[config.mk]
export PLATFORM = sky130hd
export DESIGN_NAME = mmio_uart_tx
export DESIGN_NICKNAME = d
export VERILOG_FILES = /design/src/rtl/mmio_uart_tx.sv
export SDC_FILE = /design/constraint.sdc
export NUM_CORES = 1
export LEC_CHECK = 0
export BUFFER_PORTS_ARGS = -buffer_cell sky130_fd_sc_hd__buf_2
export CORE_UTILIZATION = 54
export CTS_BUF_LIST = sky130_fd_sc_hd__clkbuf_16
export CTS_CLUSTER_DIAMETER = 120
export CTS_CLUSTER_SIZE = 16
export DETAILED_ROUTE_END_ITERATION = 8
export PLACE_DENSITY = 0.8
export SLEW_MARGIN = 10
export SYNTH_ARGS = -nofsm -noshare
export SYNTH_HDL_FRONTEND = slang
export SYNTH_SLANG_ARGS = --single-unit
[constraint.sdc]
create_clock -name clk -period 5.3 [get_ports clk]
set_input_delay 1.06 -clock clk [delete_from_list [all_inputs] [get_ports clk]]
set_output_delay 1.06 -clock clk [all_outputs]
set_load 0.05 [all_outputs]
[src/rtl/mmio_uart_tx.sv]
// Memory-mapped UART transmitter: TXDATA stores feed a byte FIFO drained as 8N1 frames on tx.
// Define UART_PARITY_EN to insert an even-parity bit between the data bits and the stop bit.
module mmio_uart_tx #(
  parameter logic [31:0] BASE_ADDR  = 32'h0000_0100,
  parameter int          CLK_DIV    = 16,
  parameter int          FIFO_DEPTH = 8
) (
  input  logic        clk,
  input  logic        rst,
  input  logic        we,
  input  logic [31:0] addr,
  input  logic [31:0] wdata,
  output logic [31:0] rdata,
  output logic        tx,
  output logic        busy,
  output logic        fifo_full
);

  localparam int              BW          = $clog2(CLK_DIV);
  localparam int              AW          = $clog2(FIFO_DEPTH);
  localparam logic [31:0]     STATUS_ADDR = BASE_ADDR + 32'd4;
  localparam logic [BW-1:0]   BAUD_LAST   = BW'(CLK_DIV - 1);
  localparam logic [AW:0]     FULL_COUNT  = (AW+1)'(FIFO_DEPTH);

  typedef enum logic [2:0] {IDLE, START, DATA, PARITY, STOP} state_t;

  state_t          state, state_next;
  logic [BW-1:0]   baud, baud_next;
  logic [2:0]      bitcnt, bitcnt_next;
  logic [7:0]      shift, shift_next;
  logic            tx_next;
  logic [7:0]      mem [FIFO_DEPTH];
  logic [AW-1:0]   wptr, rptr;
  logic [AW:0]     count;
  logic            overflow;
  logic            baud_last, fifo_empty, push_hit, status_hit;
  logic            pop, push_ok, push_drop;
  logic            unused_wdata;

  assign unused_wdata = ^{wdata[31:8], wdata[6:3]};

  assign baud_last  = (baud == BAUD_LAST);
  assign fifo_empty = (count == '0);
  assign fifo_full  = (count == FULL_COUNT);
  assign push_hit   = we && (addr == BASE_ADDR);
  assign status_hit = we && (addr == STATUS_ADDR);
  // A pop only happens at a frame boundary, so a full FIFO can still accept a same-edge push.
  assign pop        = !fifo_empty && ((state == IDLE) || ((state == STOP) && baud_last));
  assign push_ok    = push_hit && (!fifo_full || pop);
  assign push_drop  = push_hit && !push_ok;

  assign busy  = (state != IDLE) || !fifo_empty;
  assign rdata = (addr == STATUS_ADDR) ? {29'b0, overflow, fifo_full, busy} : 32'b0;

`ifdef UART_PARITY_EN
  logic parbit, parbit_next;
  assign parbit_next = pop ? ^mem[rptr] : parbit;
`endif

  always_comb begin
    state_next  = state;
    baud_next   = baud;
    bitcnt_next = bitcnt;
    shift_next  = shift;
    if (state != IDLE) baud_next = baud_last ? '0 : baud + 1'b1;
    case (state)
      IDLE: begin
        if (pop) begin
          state_next = START;
          shift_next = mem[rptr];
        end
      end
      START: if (baud_last) state_next = DATA;
      DATA: begin
        if (baud_last) begin
          shift_next = {1'b0, shift[7:1]};
          if (bitcnt == 3'd7) begin
            bitcnt_next = '0;
`ifdef UART_PARITY_EN
            state_next  = PARITY;
`else
            state_next  = STOP;
`endif
          end else begin
            bitcnt_next = bitcnt + 1'b1;
          end
        end
      end
`ifdef UART_PARITY_EN
      PARITY: if (baud_last) state_next = STOP;
`endif
      STOP: begin
        if (baud_last) begin
          if (pop) begin
            state_next = START;
            shift_next = mem[rptr];
          end else begin
            state_next = IDLE;
          end
        end
      end
      default: state_next = IDLE;
    endcase
  end

  // The line level is derived from the upcoming state so tx comes straight from a flop.
  always_comb begin
    tx_next = 1'b1;
    case (state_next)
      START:   tx_next = 1'b0;
      DATA:    tx_next = shift_next[0];
`ifdef UART_PARITY_EN
      PARITY:  tx_next = parbit;
`endif
      default: tx_next = 1'b1;
    endcase
  end

  always_ff @(posedge clk) begin
    if (rst) begin
      state    <= IDLE;
      baud     <= '0;
      bitcnt   <= '0;
      shift    <= '0;
      tx       <= 1'b1;
      wptr     <= '0;
      rptr     <= '0;
      count    <= '0;
      overflow <= 1'b0;
    end else begin
      state  <= state_next;
      baud   <= baud_next;
      bitcnt <= bitcnt_next;
      shift  <= shift_next;
      tx     <= tx_next;
      if (push_ok) wptr <= wptr + 1'b1;
      if (pop)     rptr <= rptr + 1'b1;
      case ({push_ok, pop})
        2'b10:   count <= count + 1'b1;
        2'b01:   count <= count - 1'b1;
        default: count <= count;
      endcase
      if (push_drop)                 overflow <= 1'b1;
      else if (status_hit && wdata[2]) overflow <= 1'b0;
    end
  end

`ifdef UART_PARITY_EN
  always_ff @(posedge clk) begin
    if (rst) parbit <= 1'b0;
    else     parbit <= parbit_next;
  end
`endif

  always_ff @(posedge clk) begin
    if (push_ok) mem[wptr] <= wdata[7:0];
  end

endmodule

==> results.sh <==
export IMPL_synth_top_family_by_area="simple AND/OR/NAND/NOR gates"
export IMPL_grt_start_max_net_pins=33
export IMPL_maxCapViolCount=0
export IMPL_outcome="finished clean"
export IMPL_clock_fmax_mhz=292
export IMPL_timing_critical_path_from_type="primary input"
export IMPL_die_width_um=92.2
export IMPL_grt_pass1_vias=2598
export IMPL_clock_sinks=97
export IMPL_synth_top_flop_cell="sky130_fd_sc_hd__edfxtp_1"
export IMPL_synth_adder_area_share=0.0245
export IMPL_post_synth_main_area_contributors="sky130_fd_sc_hd__edfxtp_1, sky130_fd_sc_hd__dfxtp_1, sky130_fd_sc_hd__mux4_2, sky130_fd_sc_hd__buf_4, sky130_fd_sc_hd__nor2_1"
export IMPL_synthXorXnorAreaFrac=0.00998
export IMPL_finalNonFillerCells=491
export IMPL_cts_root_to_sink_buffers=2
export IMPL_place_detailed_hpwl_um=5330
export IMPL_fin_crit_sh=0.645
export IMPL_fp_row_count=32
export IMPL_ir_worst_vdd_v=0.000245
export IMPL_ys_types=53
export IMPL_drtAntennaViolNets=0
export IMPL_synthesis_instances=333
export IMPL_drt_wirelength_per_cell_um=16.1
export IMPL_remaining_drc_errors=0
export IMPL_route_vias_total=2707
export IMPL_dieArea_mm2=0.00849
export IMPL_cts_max_level=3
export IMPL_crit_arrival_ns=2.36
export IMPL_worst_setup_hold_path_clk_slew_ns=0.07
export IMPL_synth_compound_area_share=0.0738
export IMPL_grt_overflow=0
export IMPL_firstDrtPassIters=4
export IMPL_cts_made_buffers=9
export IMPL_timing_max_slew_rel_slack=0.300
export IMPL_critical_path_endpoint_category="output port"
export IMPL_finalWeightedCongestion=0.754
export IMPL_synth_async_sr_flop_share=0
export IMPL_synth_top_area_share=0.438
export IMPL_post_synth_top_area_cell="sky130_fd_sc_hd__edfxtp_1"
export IMPL_worst_ep_required_time_ns=4.24
export IMPL_fin_setup_tns_ns=0
export IMPL_synthMuxAreaShare=0.114
export IMPL_antenna_found_initial=0
export IMPL_cts_repair_timing_setup_buffer_count=0
export IMPL_initial_utilization=0.562
export IMPL_postCtsResizedCells=0
export IMPL_grt_total_usage=0.201
export IMPL_synth_edff_count=64
export IMPL_utilization=0.631
export IMPL_critical_path_class="primary input to output port"
export IMPL_ctsRootBufferMaster="sky130_fd_sc_hd__clkbuf_16"
export IMPL_layout_cells_most_common="sky130_fd_sc_hd__edfxtp_1"
export IMPL_drive_above_1_share=0.260
export IMPL_timing_hold_violations_final=0
export IMPL_period_needed_ns=3.42
export IMPL_finalClockSkew_ns=0.0112
export IMPL_synth_simple_gate_area_share=0.121
export IMPL_unrepaired_setup_endpoints_after_global_routing="false"
export IMPL_placed_cells=475
export IMPL_num_io_pins=102
export IMPL_portBuffers=48
export IMPL_num_antenna_cells=0
export IMPL_floorplan_core_area_mm2=0.00781
export IMPL_final_cell_mix="sky130_fd_sc_hd__edfxtp_1, sky130_fd_sc_hd__buf_2, sky130_fd_sc_hd__dfxtp_1, sky130_fd_sc_hd__nor2_1, sky130_fd_sc_hd__conb_1"
export IMPL_critPathMaxFanout=5
export IMPL_final_net_count=459
export IMPL_synth_seq_area_share=0.588
export IMPL_vias_per_cell=5.51
export IMPL_hold_buffers=0
export IMPL_area_growth_synth_to_final_pct=12.3
export IMPL_grt_pass1_wl_um=12800
export IMPL_worst_slew_pin_slew_ns=1.05
export IMPL_syn_area_per_cell_um2=13.2
export IMPL_netlist_area_mm2=0.00439
export IMPL_tritoncts="yes"
export IMPL_drt_total_wl_um=7920
export IMPL_floorplan_die_height_um=92.2
export IMPL_drt_iter0_markers=127
export IMPL_min_delay_path_class="flip-flop to flip-flop"
export IMPL_final_max_slew_violation_count=0
export IMPL_setup_viol_count_final=0
export IMPL_power_density_mw_per_mm2=458
export IMPL_ys_warnings_count=0
export IMPL_synth_ff_latch_count=97
export IMPL_worstSkewPairLatency_ns=0.34
export IMPL_cellLeakagePower_nw=1.78
critical path: stages:
cell and delay [ns]:
sky130_fd_sc_hd__buf_2 0.10, sky130_fd_sc_hd__nor4b_1 0.27, sky130_fd_sc_hd__and4_1 0.34, sky130_fd_sc_hd__nand3_1 0.17, sky130_fd_sc_hd__a21oi_1 0.14, sky130_fd_sc_hd__buf_2 0.27
sequential cells by signal, summed over array words and instances, names as in the netlist, named ones only:
register / flops
rptr: 3
bitcnt: 3
wptr: 3
mem: 64
state: 3
baud: 4
tx: 1
count: 4
overflow: 1
shift: 8
layer usage:
metal | part of all wire | global-route usage | up-vias
li1 | - | - | 1301
met1 | 0.41 | 0.245 | 1310
met2 | 0.53 | 0.348 | 82
met3 | 0.040 | 0.0390 | 14
met4 | 0.018 | 0.0859 | 0
met5 | 0 | 0 | -
kinds of logic after synthesis:
| group | count (synthesis) |
|---|---|
| adder cells (fa/ha/maj) | 8 |
| multiplexers | 29 |
| flip-flops | 97 |
| AO/OA/AOI/OAI | 44 |
| AND/OR/NAND/NOR | 101 |
| buffers and inverters | 48 |
| XOR/XNOR | 5 |
| other | 1 |
cell usage after synthesis (2+ instances only):
cell type	n
sky130_fd_sc_hd__buf_1	2
sky130_fd_sc_hd__a22o_1	6
sky130_fd_sc_hd__nand3_1	6
sky130_fd_sc_hd__mux2_2	5
sky130_fd_sc_hd__buf_2	3
sky130_fd_sc_hd__inv_1	7
sky130_fd_sc_hd__clkbuf_1	7
sky130_fd_sc_hd__nand2b_1	2
sky130_fd_sc_hd__xnor2_1	3
sky130_fd_sc_hd__ha_1	7
sky130_fd_sc_hd__dfxtp_1	33
sky130_fd_sc_hd__nor2b_1	3
sky130_fd_sc_hd__xor2_1	2
sky130_fd_sc_hd__nor2_1	31
sky130_fd_sc_hd__nor4_1	7
sky130_fd_sc_hd__mux4_2	16
sky130_fd_sc_hd__edfxtp_1	64
sky130_fd_sc_hd__nand2_1	24
sky130_fd_sc_hd__a21oi_1	15
sky130_fd_sc_hd__nor3_1	11
sky130_fd_sc_hd__mux2i_1	7
sky130_fd_sc_hd__and4_1	3
sky130_fd_sc_hd__or3_1	2
sky130_fd_sc_hd__o21ai_0	9
sky130_fd_sc_hd__a22oi_1	2
sky130_fd_sc_hd__buf_4	29
path summary, 6_finish.rpt:
path              cells after the start                   start  slack (ns)                endpoint
hold / removal                        2  bitcnt[2]$_SDFFE_PP0P_        0.47  bitcnt[2]$_SDFFE_PP0P_
setup / recovery                      6                addr[11]        1.88                rdata[0]
setup reg to reg                     10    baud[0]$_SDFFE_PP0N_        2.42   count[3]$_SDFFE_PP0P_
hold reg to reg                       2  bitcnt[2]$_SDFFE_PP0P_        0.47  bitcnt[2]$_SDFFE_PP0P_
stage by stage:
step	hold WS, ns	area (um^2)	setup WS (ns)	power (W)
6_report	0.465	4930	1.88	0.00226
5_1_grt	0.499	4930	1.72	0.00237
4_1_cts	0.471	4930	1.87	0.00227
3_5_place_dp	0.461	4630	1.87	0.00164
3_3_place_gp	0.448	4630	1.89	0.00162
2_1_floorplan	0.440	4490	1.70	0.00153
power breakdown:
group	switching [W]	internal, W
Clock	0.000298	0.000331
Combinational	0.000351	0.000303
Sequential	0.000103	0.000871
area by class of cell:
cell class / count / area, um^2
clock buffers: 9 / 225
clock inverters: 7 / 70.1
fillers: 578 / 2880
inverters: 7 / 26.3
multi-input cells: 216 / 1620
flip-flops and latches: 97 / 2580
well taps: 102 / 128
repair buffers: 53 / 278
Power figures use the tool's default switching activity.
